`config.mk`:
```
export PLATFORM = sky130hd
export DESIGN_NAME = mem_arbiter
export DESIGN_NICKNAME = d
export VERILOG_FILES = /design/src/rtl/mem_arbiter.sv
export SDC_FILE = /design/constraint.sdc
export NUM_CORES = 1
export LEC_CHECK = 0
export BUFFER_PORTS_ARGS = -buffer_cell sky130_fd_sc_hd__buf_2
export CAP_MARGIN = 20
export CELL_PAD_IN_SITES_DETAIL_PLACEMENT = 1
export CELL_PAD_IN_SITES_GLOBAL_PLACEMENT = 1
export CORE_AREA = 2 2 105 107
export DETAILED_ROUTE_END_ITERATION = 7
export DIE_AREA = 0 0 107 109
export HOLD_SLACK_MARGIN = 0.15
export MAX_ROUTING_LAYER = met4
export PLACE_DENSITY = 0.87
export SYNTH_ARGS = -nofsm -noshare
export SYNTH_HDL_FRONTEND = slang
export SYNTH_SLANG_ARGS = --single-unit
```
`constraint.sdc`:
```
create_clock -name clk -period 1.6 [get_ports clk]
set_input_delay 0.32 -clock clk [delete_from_list [all_inputs] [get_ports clk]]
set_output_delay 0.32 -clock clk [all_outputs]
set_load 0.02 [all_outputs]
```
`src/rtl/mem_arbiter.sv`:
```
// ---------------------------------------------------------------------------
// mem_arbiter
//   Round-robin arbiter that lets NUM_MASTERS requesters share one memory
//   port. One transaction is in flight at a time. A grant is registered on
//   the edge after a request is seen in IDLE. The granted master's attributes
//   are then steered combinationally onto the memory side until s_ready
//   completes the access.
//
// Optional feature (compile-time macro):
//   MEM_ARB_LOCK_EN - adds m_lock. A completion with the granted master's
//                     m_lock high keeps the arbiter locked to that master, so
//                     it can run atomic sequences. A completion with m_lock
//                     low releases the lock.
//
// Ports
//   clk, rst_n         clock, asynchronous active-low reset
//   m_req   [N]        per-master request (level)
//   m_we    [N]        per-master write enable
//   m_addr  [N*AW]     packed addresses, master i at [i*AW +: AW]
//   m_wdata [N*DW]     packed write data, master i at [i*DW +: DW]
//   m_lock  [N]        (MEM_ARB_LOCK_EN only) lock request per master
//   m_ready [N]        one-cycle completion pulse to the granted master
//   m_rdata [DW]       read data, a pass-through of s_rdata
//   s_req/s_we/s_addr/s_wdata  memory-side access, zero when idle
//   s_ready, s_rdata   memory completion pulse and read data
//   gnt_id             index of the current or last granted master
//   busy               high while a transaction is outstanding
// ---------------------------------------------------------------------------
module mem_arbiter #(
  parameter  int unsigned NUM_MASTERS = 2,
  parameter  int unsigned ADDR_W      = 32,
  parameter  int unsigned DATA_W      = 32,
  localparam int unsigned GW          = (NUM_MASTERS > 1) ? $clog2(NUM_MASTERS) : 1
) (
  input  logic                          clk,
  input  logic                          rst_n,
  input  logic [NUM_MASTERS-1:0]        m_req,
  input  logic [NUM_MASTERS-1:0]        m_we,
  input  logic [NUM_MASTERS*ADDR_W-1:0] m_addr,
  input  logic [NUM_MASTERS*DATA_W-1:0] m_wdata,
`ifdef MEM_ARB_LOCK_EN
  input  logic [NUM_MASTERS-1:0]        m_lock,
`endif
  output logic [NUM_MASTERS-1:0]        m_ready,
  output logic [DATA_W-1:0]             m_rdata,
  output logic                          s_req,
  output logic                          s_we,
  output logic [ADDR_W-1:0]             s_addr,
  output logic [DATA_W-1:0]             s_wdata,
  input  logic                          s_ready,
  input  logic [DATA_W-1:0]             s_rdata,
  output logic [GW-1:0]                 gnt_id,
  output logic                          busy
);

  typedef enum logic {IDLE, BUSY} state_t;

  state_t            r_state;
  state_t            w_state_nxt;
  logic [GW-1:0]     r_gnt_id;
  logic [GW-1:0]     r_rr_ptr;
  logic [GW-1:0]     w_winner;
  logic [GW-1:0]     w_rr_nxt;
  logic              w_any_req;
  logic              w_grant;
  logic              w_sel_we;
  logic [ADDR_W-1:0] w_sel_addr;
  logic [DATA_W-1:0] w_sel_wdata;
`ifdef MEM_ARB_LOCK_EN
  logic              r_locked;
  logic              w_sel_lock;
  logic              w_sel_req;
`endif

  // Attributes of the master addressed by r_gnt_id. Constant-index
  // compares keep this free of out-of-range selects for any NUM_MASTERS.
  always_comb begin
    w_sel_we    = 1'b0;
    w_sel_addr  = '0;
    w_sel_wdata = '0;
`ifdef MEM_ARB_LOCK_EN
    w_sel_lock  = 1'b0;
    w_sel_req   = 1'b0;
`endif
    for (int unsigned i = 0; i < NUM_MASTERS; i++) begin
      if (r_gnt_id == GW'(i)) begin
        w_sel_we    = m_we[i];
        w_sel_addr  = m_addr[i*ADDR_W +: ADDR_W];
        w_sel_wdata = m_wdata[i*DATA_W +: DATA_W];
`ifdef MEM_ARB_LOCK_EN
        w_sel_lock  = m_lock[i];
        w_sel_req   = m_req[i];
`endif
      end
    end
  end

  // Round-robin scan. Priority slot k maps to master (rr_ptr + k) mod N.
  // The first requesting slot wins.
  always_comb begin : rr_arb
    int unsigned t;
    logic        found;
    found    = 1'b0;
    w_winner = '0;
    for (int unsigned k = 0; k < NUM_MASTERS; k++) begin
      t = k + 32'(r_rr_ptr);
      if (t >= NUM_MASTERS) t = t - NUM_MASTERS;
      for (int unsigned i = 0; i < NUM_MASTERS; i++) begin
        if (!found && (t == i) && m_req[i]) begin
          found    = 1'b1;
          w_winner = GW'(i);
        end
      end
    end
    w_any_req = found;
`ifdef MEM_ARB_LOCK_EN
    // While locked, only the lock owner may be granted.
    if (r_locked) begin
      w_any_req = w_sel_req;
      w_winner  = r_gnt_id;
    end
`endif
  end

  always_comb begin
    w_rr_nxt = w_winner + GW'(1);
    if (32'(w_winner) == NUM_MASTERS - 1) w_rr_nxt = '0;
  end

  // FSM state register
  always_ff @(posedge clk or negedge rst_n) begin
    if (!rst_n) r_state <= IDLE;
    else        r_state <= w_state_nxt;
  end

  // FSM next state
  always_comb begin
    w_state_nxt = r_state;
    w_grant     = 1'b0;
    case (r_state)
      IDLE: begin
        if (w_any_req) begin
          w_state_nxt = BUSY;
          w_grant     = 1'b1;
        end
      end
      BUSY: begin
        if (s_ready) w_state_nxt = IDLE;
      end
      default: w_state_nxt = IDLE;
    endcase
  end

  // FSM outputs
  always_comb begin
    s_req   = 1'b0;
    s_we    = 1'b0;
    s_addr  = '0;
    s_wdata = '0;
    m_ready = '0;
    busy    = 1'b0;
    m_rdata = s_rdata;
    gnt_id  = r_gnt_id;
    if (r_state == BUSY) begin
      busy    = 1'b1;
      s_req   = 1'b1;
      s_we    = w_sel_we;
      s_addr  = w_sel_addr;
      s_wdata = w_sel_wdata;
      for (int unsigned i = 0; i < NUM_MASTERS; i++) begin
        m_ready[i] = s_ready && (r_gnt_id == GW'(i));
      end
    end
  end

  // Grant index and round-robin pointer
  always_ff @(posedge clk or negedge rst_n) begin
    if (!rst_n) begin
      r_gnt_id <= '0;
      r_rr_ptr <= '0;
    end else if (w_grant) begin
      r_gnt_id <= w_winner;
`ifdef MEM_ARB_LOCK_EN
      if (!r_locked) r_rr_ptr <= w_rr_nxt;
`else
      r_rr_ptr <= w_rr_nxt;
`endif
    end
  end

`ifdef MEM_ARB_LOCK_EN
  // Every completion re-samples the owner's lock request.
  always_ff @(posedge clk or negedge rst_n) begin
    if (!rst_n)                            r_locked <= 1'b0;
    else if ((r_state == BUSY) && s_ready) r_locked <= w_sel_lock;
  end
`endif

endmodule
```
==> results of run 1 <==
==> routing by layer <==
layer / vias to the layer above / wire length (um) / part of all wire
met4: 0 / 99 / 0.014
li1: 935 / - / -
met3: 20 / 524 / 0.076
met5: - / 0 / 0
met1: 904 / 2420 / 0.35
met2: 125 / 3860 / 0.56
==> final timing paths <==
path,slack (ns),cells after the start,endpoint
min reg2reg,0.54,1,r_rr_ptr$_DFFE_PN0P_
min,0.38,2,r_state$_DFF_PN0_
max in group asynchronous,1.03,2,gnt_id$_DFFE_PN0P_
min in group asynchronous,0.44,2,r_state$_DFF_PN0_
max,-0.13,4,s_wdata[31]
max reg2reg,0.47,2,r_state$_DFF_PN0_
==> critical path, stage by stage, from the launching register on <==
cell	delay [ns]
dfrtp_4	0.53
buf_12	0.19
mux2i_1	0.14
nor2b_1	0.16
buf_4	0.17
==> Yosys cell counts, drive strengths merged <==
cell	count
a2bb2oi	1
nor2b	67
nand3b	1
nand2	2
o21a	1
dfrtp	3
buf	42
nor2	1
clkbuf	6
mux2i	65
o31a	1
and3	1
==> state kept, by name, summed over array words and instances (netlist names) <==
signal    count
gnt_id        1
r_rr_ptr      1
r_state       1
==> final cells by class <==
class | count | share of cell area
clock buffers | 4 | 0.0161
multi-input cells | 140 | 0.419
flip-flops and latches | 3 | 0.0286
well taps | 140 | 0.0627
repair buffers | 212 | 0.474
==> timing repair <==
action                                 in CTS  in global routing
gates resized for setup                    45                 15
endpoints found under the hold margin       3                  0
hold buffers                                1                  0
setup endpoints to repair                  65                 66
buffers inserted                            0                  0
gates cloned                                0                  3
==> stage by stage <==
stage / std cells / power (mW) / utilization
2_1_floorplan: 191 / 1.55 / -
3_3_place_gp: 491 / 1.90 / 0.236
3_5_place_dp: 491 / 1.96 / 0.236
4_1_cts: 496 / 2.33 / 0.253
5_1_grt: 499 / 2.57 / 0.264
6_report: 499 / 2.42 / 0.264
==> power by group through the flow <==
stage	clock network [mW]	registers [mW]	logic, mW
final	0.218	0.139	2.07
after global routing	0.232	0.145	2.20
after CTS	0.225	0.127	1.97
after detailed placement	0	0.125	1.84
after global placement	0	0.121	1.77
after floorplan	0	0.122	1.43
==> cell families (layout without fill, tap and decap cells) <==
group                  Yosys count  count (layout)  synth area share
AO/OA/AOI/OAI                    3               3            0.0161
buffers and inverters           48             216             0.234
AND/OR/NAND/NOR                 72              72             0.285
multiplexers                    65              65             0.417
flip-flops                       3               3            0.0482
==> flow_summary.ini, run 1 <==
[run_status]
status = complete, but fails checks
failed_checks = negative setup slack

[setup_path]
crit_path_end_kind = output pin
critPathLaunchType = register
worst_ep_arrival_time_ns = 1.41
cp_max_fo = 25
critPathKind = register to output pin
setup.worst_path.start = gnt_id$_DFFE_PN0P_
crit_required_ns = 1.28
timing.rr.start = r_state$_DFF_PN0_

[grt]
grt_max_degree = 74
antenna_found_initial = 0
grtUsageTotal = 0.0927
busiest_layer = met2
grt_pass1_wl_mm = 8.64
grt_pass1_vias = 1916
use_met3 = 0.0185
grt_overflow = 0
met2_usage = 0.191
grtUsageMet1 = 0.0838

[flow_run]
drv_cap = 0

[yosys]
netlist_instances = 191
synth.avg_cell_area_um2 = 8.16
synthesis.area_um2 = 1560
synth_cell_types = 16
synth_nets = 358
synth_top_area_share = 0.417
yosysTopAreaCell = mux2i_1
synth.area.top_cells = mux2i_1 (42%), nor2b_1 (27%), buf_4 (18%)
yosys_warnings = 0
ys_ff_latch = 3
synth-seq-area-share = 0.0482

[die]
io_pins = 269
core_um2 = 10600
die-width_um = 107
dieArea_um2 = 11700
start_util = 0.147
die_h_um = 109
num_rows = 38

[detailed_routing]
vias = 1984
viasPerCell = 3.98
dr.first_iter.drc_count = 67
routed_wl_mm = 6.90
drt_first_pass_iters = 4
post-route-drc-count = 0
avgRoutedWirePerCell_um = 13.8
ant_nets = 0

[place]
post-place-ws_ns = 0.0570
place_congestion = 0.660
place_area_um2 = 2500
io_buffers = 204
hpwlAfterDp_mm = 5.14

[sta]
drv_slew = 0
rsz0062_at_grt = yes
setup_ws_ns = -0.128
max_freq_mhz = 579
finalSetupTns_ns = -5.25
slew_headroom = 0.875
fin_crit_ns = 1.73
finClkSkew_ns = 0.00278
hold_slack_ns = 0.375
fin_crit_sh = 1.08
tightest_slew_ns = 0.183
setup_violations = 65
finalHoldViolCount = 0

[power_and_ir_drop]
ir_drop_mv = 0.309
p_sw_frac = 0.469
p_clk_frac = 0.090
seq_power_share = 0.058
p_int_mw = 1.29
cellPowerDensity_nw_per_um2 = 867
p_sw_mw = 1.14
p_leak_nw = 1.60
pwr-share-comb = 0.853

[clocking]
cts_sinks = 3
cts_root_buf = clkbuf_8
clk_pin_slew_worst_paths_ns = 0.03
clk_path_buf_depth = 2
htree_levels = 1
cts_tree = done
clk_latency_ns = 0.21
numCtsBuffers = 3

[cells_and_area]
multi_input_area_um2 = 1170
syn_to_final_growth_pct = 79.3
final-seq-area_um2 = 80.1
n_antenna_cell = 0
drive_above_1_share = 0.655
design_area_um2 = 2800
layout_common_cells = buf_2 (151), mux2i_1 (63), buf_4 (51)
n_fill_cell = 1316
nets = 527
mostFrequentLayoutCell = buf_2

[min_path]
worstHoldStart = m_req[0]
hp-class = primary input to register
(Power assumes the default switching activity.)
==> inputs of run 2 (changes only) <==
==> config.mk (replaced) <==
export PLATFORM = sky130hd
export DESIGN_NAME = mem_arbiter
export DESIGN_NICKNAME = d
export VERILOG_FILES = /design/src/rtl/mem_arbiter.sv
export SDC_FILE = /design/constraint.sdc
export NUM_CORES = 1
export LEC_CHECK = 0
export CAP_MARGIN = 20
export CELL_PAD_IN_SITES_DETAIL_PLACEMENT = 1
export CELL_PAD_IN_SITES_GLOBAL_PLACEMENT = 1
export CORE_AREA = 2 2 105 107
export DETAILED_ROUTE_END_ITERATION = 7
export DIE_AREA = 0 0 107 109
export DONT_BUFFER_PORTS = 1
export HOLD_SLACK_MARGIN = 0.15
export MAX_ROUTING_LAYER = met4
export PLACE_DENSITY = 0.49
export SYNTH_ARGS = -nofsm -noshare
export SYNTH_HDL_FRONTEND = slang
export SYNTH_SLANG_ARGS = --single-unit
==> run 2 against run 1 <==
Against the previous run:
- the run still ends with negative setup slack left
- worst hold slack worse by 0.14 ns
- flip-flop and latch count is the same
- setup slack improved by 0.0069 ns
- die area unchanged
- via count is 31% lower
- critical path type unchanged
- highest routed layer unchanged
- combinational power fell by 18%
- wire length decreased by 33%
- register-to-register slack gained 0.08 ns
- clock power up 2%
==> flow_summary.ini, run 2 (synthesized netlist as in run 1, its figures left out) <==
[run_status]
status = complete, but fails checks
failed_checks = negative setup slack

[detailed_routing]
dr.first_iter.drc_count = 13
drt_first_pass_iters = 2
ant_nets = 0
routed_wl_mm = 4.63
avgRoutedWirePerCell_um = 13.6
vias = 1360
viasPerCell = 3.99
post-route-drc-count = 0

[power_and_ir_drop]
ir_drop_mv = 0.410
cellPowerDensity_nw_per_um2 = 1060
p_leak_nw = 0.947

[setup_path]
critPathLaunchType = register
crit_path_end_kind = output pin
cp_max_fo = 34
critPathKind = register to output pin
crit_required_ns = 1.28
reg2reg_slack_ns = 0.55
worst_ep_arrival_time_ns = 1.40

[grt]
grt_max_degree = 43
grtUsageTotal = 0.0656
grt_pass1_wl_mm = 5.93
grt_pass1_vias = 1298
antenna_found_initial = 0
grt_overflow = 0

[place]
post-place-ws_ns = 0.101
io_buffers = 0
place_area_um2 = 1870
place_congestion = 0.714
place_inst = 336

[min_path]
hp-class = primary input to register

[clocking]
cts_tree = done
cts_sinks = 3
clk_pin_slew_worst_paths_ns = 0.03
numCtsBuffers = 3
clk_path_buf_depth = 2
cts_root_buf = clkbuf_8
htree_levels = 1
clk_latency_ns = 0.22
post-cts-setup-buffers = 0

[sta]
setup_ws_ns = -0.121
finalHoldViolCount = 0
hold_slack_ns = 0.232
tightest_slew_ns = 0.281
rsz0062_at_grt = yes
fin_crit_sh = 1.08
setup_violations = 65
slew_headroom = 0.812
drv_slew = 0
finClkSkew_ns = 0.00113
fin_crit_ns = 1.72
max_freq_mhz = 581

[cells_and_area]
syn_to_final_growth_pct = 23.8
n_fill_cell = 1276
stdcell_count = 341
drive_above_1_share = 0.378
n_antenna_cell = 0
mostFrequentLayoutCell = mux2i_1
layout_common_cells = mux2i_1 (65), nor2b_1 (50), buf_4 (49)
design_area_um2 = 1930
nets = 369

[die]
start_util = 0.147
die-width_um = 107
die_h_um = 109
num_rows = 38
io_pins = 269
dieArea_um2 = 11700
core_um2 = 10600

[flow_run]
drv_cap = 0
[run 2: cell types whose count changed in the layout (fill, tap and decap cells not counted)]
cell / previous run / this run
buf_12: 2 / 3
clkbuf_16: 3 / 0
mux2i_2: 2 / 0
buf_2: 151 / 0
buf_6: 3 / 0
and3_1: 1 / 0
mux2i_1: 63 / 65
buf_4: 51 / 49
and3_2: 0 / 1
[run 2: cell type report]
cell class                 count  area (um^2)  area share
multi-input combinational    140         1160       0.603
timing repair buffer          54          465       0.241
tap                          140          175      0.0908
sequential                     3         80.1      0.0415
clock buffer                   4         45.0      0.0233
[run 2: through the flow]
stage	utilization	setup TNS, ns	power (mW)
2_1_floorplan	-	0	1.55
3_3_place_gp	0.176	0	1.79
3_5_place_dp	0.176	0	1.83
4_1_cts	0.182	-5.26	2.08
5_1_grt	0.182	-8.30	2.18
6_report	0.182	-4.41	2.05
[run 2: worst max-delay path, cell delays in order, from the launching register on]
cell and delay (ns):
dfrtp_4 0.44, buf_16 0.24, mux2i_1 0.25, nor2b_1 0.07, buf_4 0.16
[run 2: layer usage]
layer | vias up | wire length [um] | global-route usage
met4 | 0 | 79 | 0.0250
met1 | 584 | 1360 | 0.0512
met3 | 12 | 568 | 0.0179
met5 | - | 0 | -
met2 | 143 | 2620 | 0.140
li1 | 621 | - | -
[run 2: final timing paths]
check	startpoint	endpoint	depth (start not counted)
setup / recovery	gnt_id$_DFFE_PN0P_	s_wdata[11]	4
hold / removal	m_req[1]	r_state$_DFF_PN0_	1
setup reg to reg	r_state$_DFF_PN0_	r_state$_DFF_PN0_	2
hold reg to reg	r_rr_ptr$_DFFE_PN0P_	r_rr_ptr$_DFFE_PN0P_	1
max in group asynchronous	rst_n	gnt_id$_DFFE_PN0P_	1
min in group asynchronous	rst_n	r_state$_DFF_PN0_	1
[run 2: where the power goes]
part | switching, mW | total (mW) | internal [mW] | leakage (nW)
sequential | 0.0260 | 0.127 | 0.101 | 0.0319
clock | 0.0524 | 0.222 | 0.170 | 0.0228
combinational | 0.925 | 1.70 | 0.774 | 0.893
[run 2: what timing repair did]
action                                  CTS  global route
endpoints found under the hold margin     3             0
hold buffers                              1             0
endpoints found under the setup margin   65            66
resized for setup                         1             1
==> inputs of run 3 (changes only) <==
==> constraint.sdc (replaced) <==
create_clock -name clk -period 1.6 [get_ports clk]
set_input_delay 0.32 -clock clk [delete_from_list [all_inputs] [get_ports clk]]
set_output_delay 0.32 -clock clk [all_outputs]
set_load 0.005 [all_outputs]
==> run 3 against run 2 <==
Against the previous run:
- the run now ends clean
- sequential share of layout area grew 1.2 points
- clock power shrank 2%
- setup slack gained 0.14 ns
- design area shrank 23%
- worst hold slack gained 0.017 ns
- combinational power shrank 43%
- via count shrank 15%
- maximum frequency grew 8.6%
- critical path type unchanged
- largest cell class unchanged
- highest routed layer unchanged
==> flow_summary.ini, run 3 (synthesized netlist as in run 1, its figures left out) <==
[run_status]
status = finished clean

[detailed_routing]
drt_first_pass_iters = 4
ant_nets = 0
vias = 1151
avgRoutedWirePerCell_um = 14.1
post-route-drc-count = 0
viasPerCell = 3.96
dr.first_iter.drc_count = 17
routed_wl_mm = 4.11

[cells_and_area]
design_area_um2 = 1490
final-seq-area_um2 = 80.1
stdcell_count = 291
mostFrequentLayoutCell = nor2b_1
syn_to_final_growth_pct = -4.41
multi_input_area_um2 = 1120
nets = 319
final_core_util = 0.141
n_fill_cell = 1272
drive_above_1_share = 0.0530
layout_common_cells = nor2b_1 (67), mux2i_1 (65), clkbuf_8 (3), buf_12 (3), nand2_1 (2)
n_antenna_cell = 0

[clocking]
numCtsBuffers = 3
post-cts-setup-buffers = 0
cts_resized = 0
clk_pin_slew_worst_paths_ns = 0.03
cts_root_buf = clkbuf_8
clk_latency_ns = 0.21
clk_path_buf_depth = 2
cts_sinks = 3
htree_levels = 1
cts_tree = done

[die]
core_um2 = 10600
io_pins = 269
die_h_um = 109
dieArea_um2 = 11700
die-width_um = 107
start_util = 0.147
num_rows = 38

[setup_path]
critPathKind = register to output pin
crit_path_end_kind = output pin
crit_required_ns = 1.28
critPathLaunchType = register
cp_max_fo = 35
worst_ep_arrival_time_ns = 1.26

[grt]
grt_max_degree = 74
grt_overflow = 0
antenna_found_initial = 0
grt_pass1_vias = 1089
grtUsageTotal = 0.0546
grt_pass1_wl_mm = 4.89

[power_and_ir_drop]
p_leak_nw = 0.665
ir_drop_mv = 0.317
cellPowerDensity_nw_per_um2 = 878

[sta]
tightest_slew_ns = 0.243
max_freq_mhz = 631
fin_crit_sh = 0.990
drv_slew = 0
fin_crit_ns = 1.58
finClkSkew_ns = 0.000465
setup_ws_ns = 0.0154
finalHoldViolCount = 0
slew_headroom = 0.838
hold_slack_ns = 0.248
rsz0062_at_grt = yes
setup_violations = 0

[place]
io_buffers = 0
place_inst = 286
place_area_um2 = 1440
hpwlAfterDp_mm = 3.34
post-place-ws_ns = 0.233
place_congestion = 0.707

[min_path]
hp-class = primary input to register

[flow_run]
drv_cap = 0
run 3: cell types whose count changed in the layout (fill, tap and decap cells not counted), sizes merged:
cell	previous run	this run
buf	53	3
run 3: repair_timing:
item,in CTS,in global routing
hold buffers,1,0
hold endpoints to repair,3,0
endpoints found under the setup margin,0,19
run 3: power breakdown:
group | switching (mW) | internal [mW]
logic | 0.495 | 0.476
registers | 0.0204 | 0.100
clock network | 0.0471 | 0.170
run 3: worst paths after layout:
check                                           from                    to  slack (ns)  cells after the start
worst max-delay path              gnt_id$_DFFE_PN0P_           s_wdata[23]        0.02                      3
worst min-delay path                        m_req[1]     r_state$_DFF_PN0_        0.25                      1
worst max register to register     r_state$_DFF_PN0_     r_state$_DFF_PN0_        0.56                      2
worst min register to register  r_rr_ptr$_DFFE_PN0P_  r_rr_ptr$_DFFE_PN0P_        0.53                      1
max in group asynchronous                      rst_n    gnt_id$_DFFE_PN0P_        1.08                      1
min in group asynchronous                      rst_n    gnt_id$_DFFE_PN0P_        0.36                      1
run 3: metrics by stage:
step	TNS (ns)	power [mW]
floorplan	0	1.11
global placement	0	1.09
detailed placement	0	1.11
CTS	0	1.34
global route	-0.163	1.42
finish	0	1.31
run 3: worst max-delay path, cell delays in order (launching register included):
cell	delay, ns
dfrtp_4	0.49
buf_12	0.19
mux2i_1	0.16
nor2b_1	0.18
run 3: area by class of cell:
| cell class | count | area share |
|---|---|---|
| repair buffers | 4 | 0.0470 |
| multi-input cells | 140 | 0.751 |
| flip-flops and latches | 3 | 0.0537 |
| well taps | 140 | 0.118 |
| clock buffers | 4 | 0.0302 |
run 3: metal layers:
layer / GRT usage / wire length [um] / vias to the layer above
met5: - / 0 / -
met4: 0.0325 / 104 / 0
met3: 0.00897 / 469 / 14
met2: 0.116 / 2370 / 122
met1: 0.0426 / 1160 / 498
li1: - / - / 517
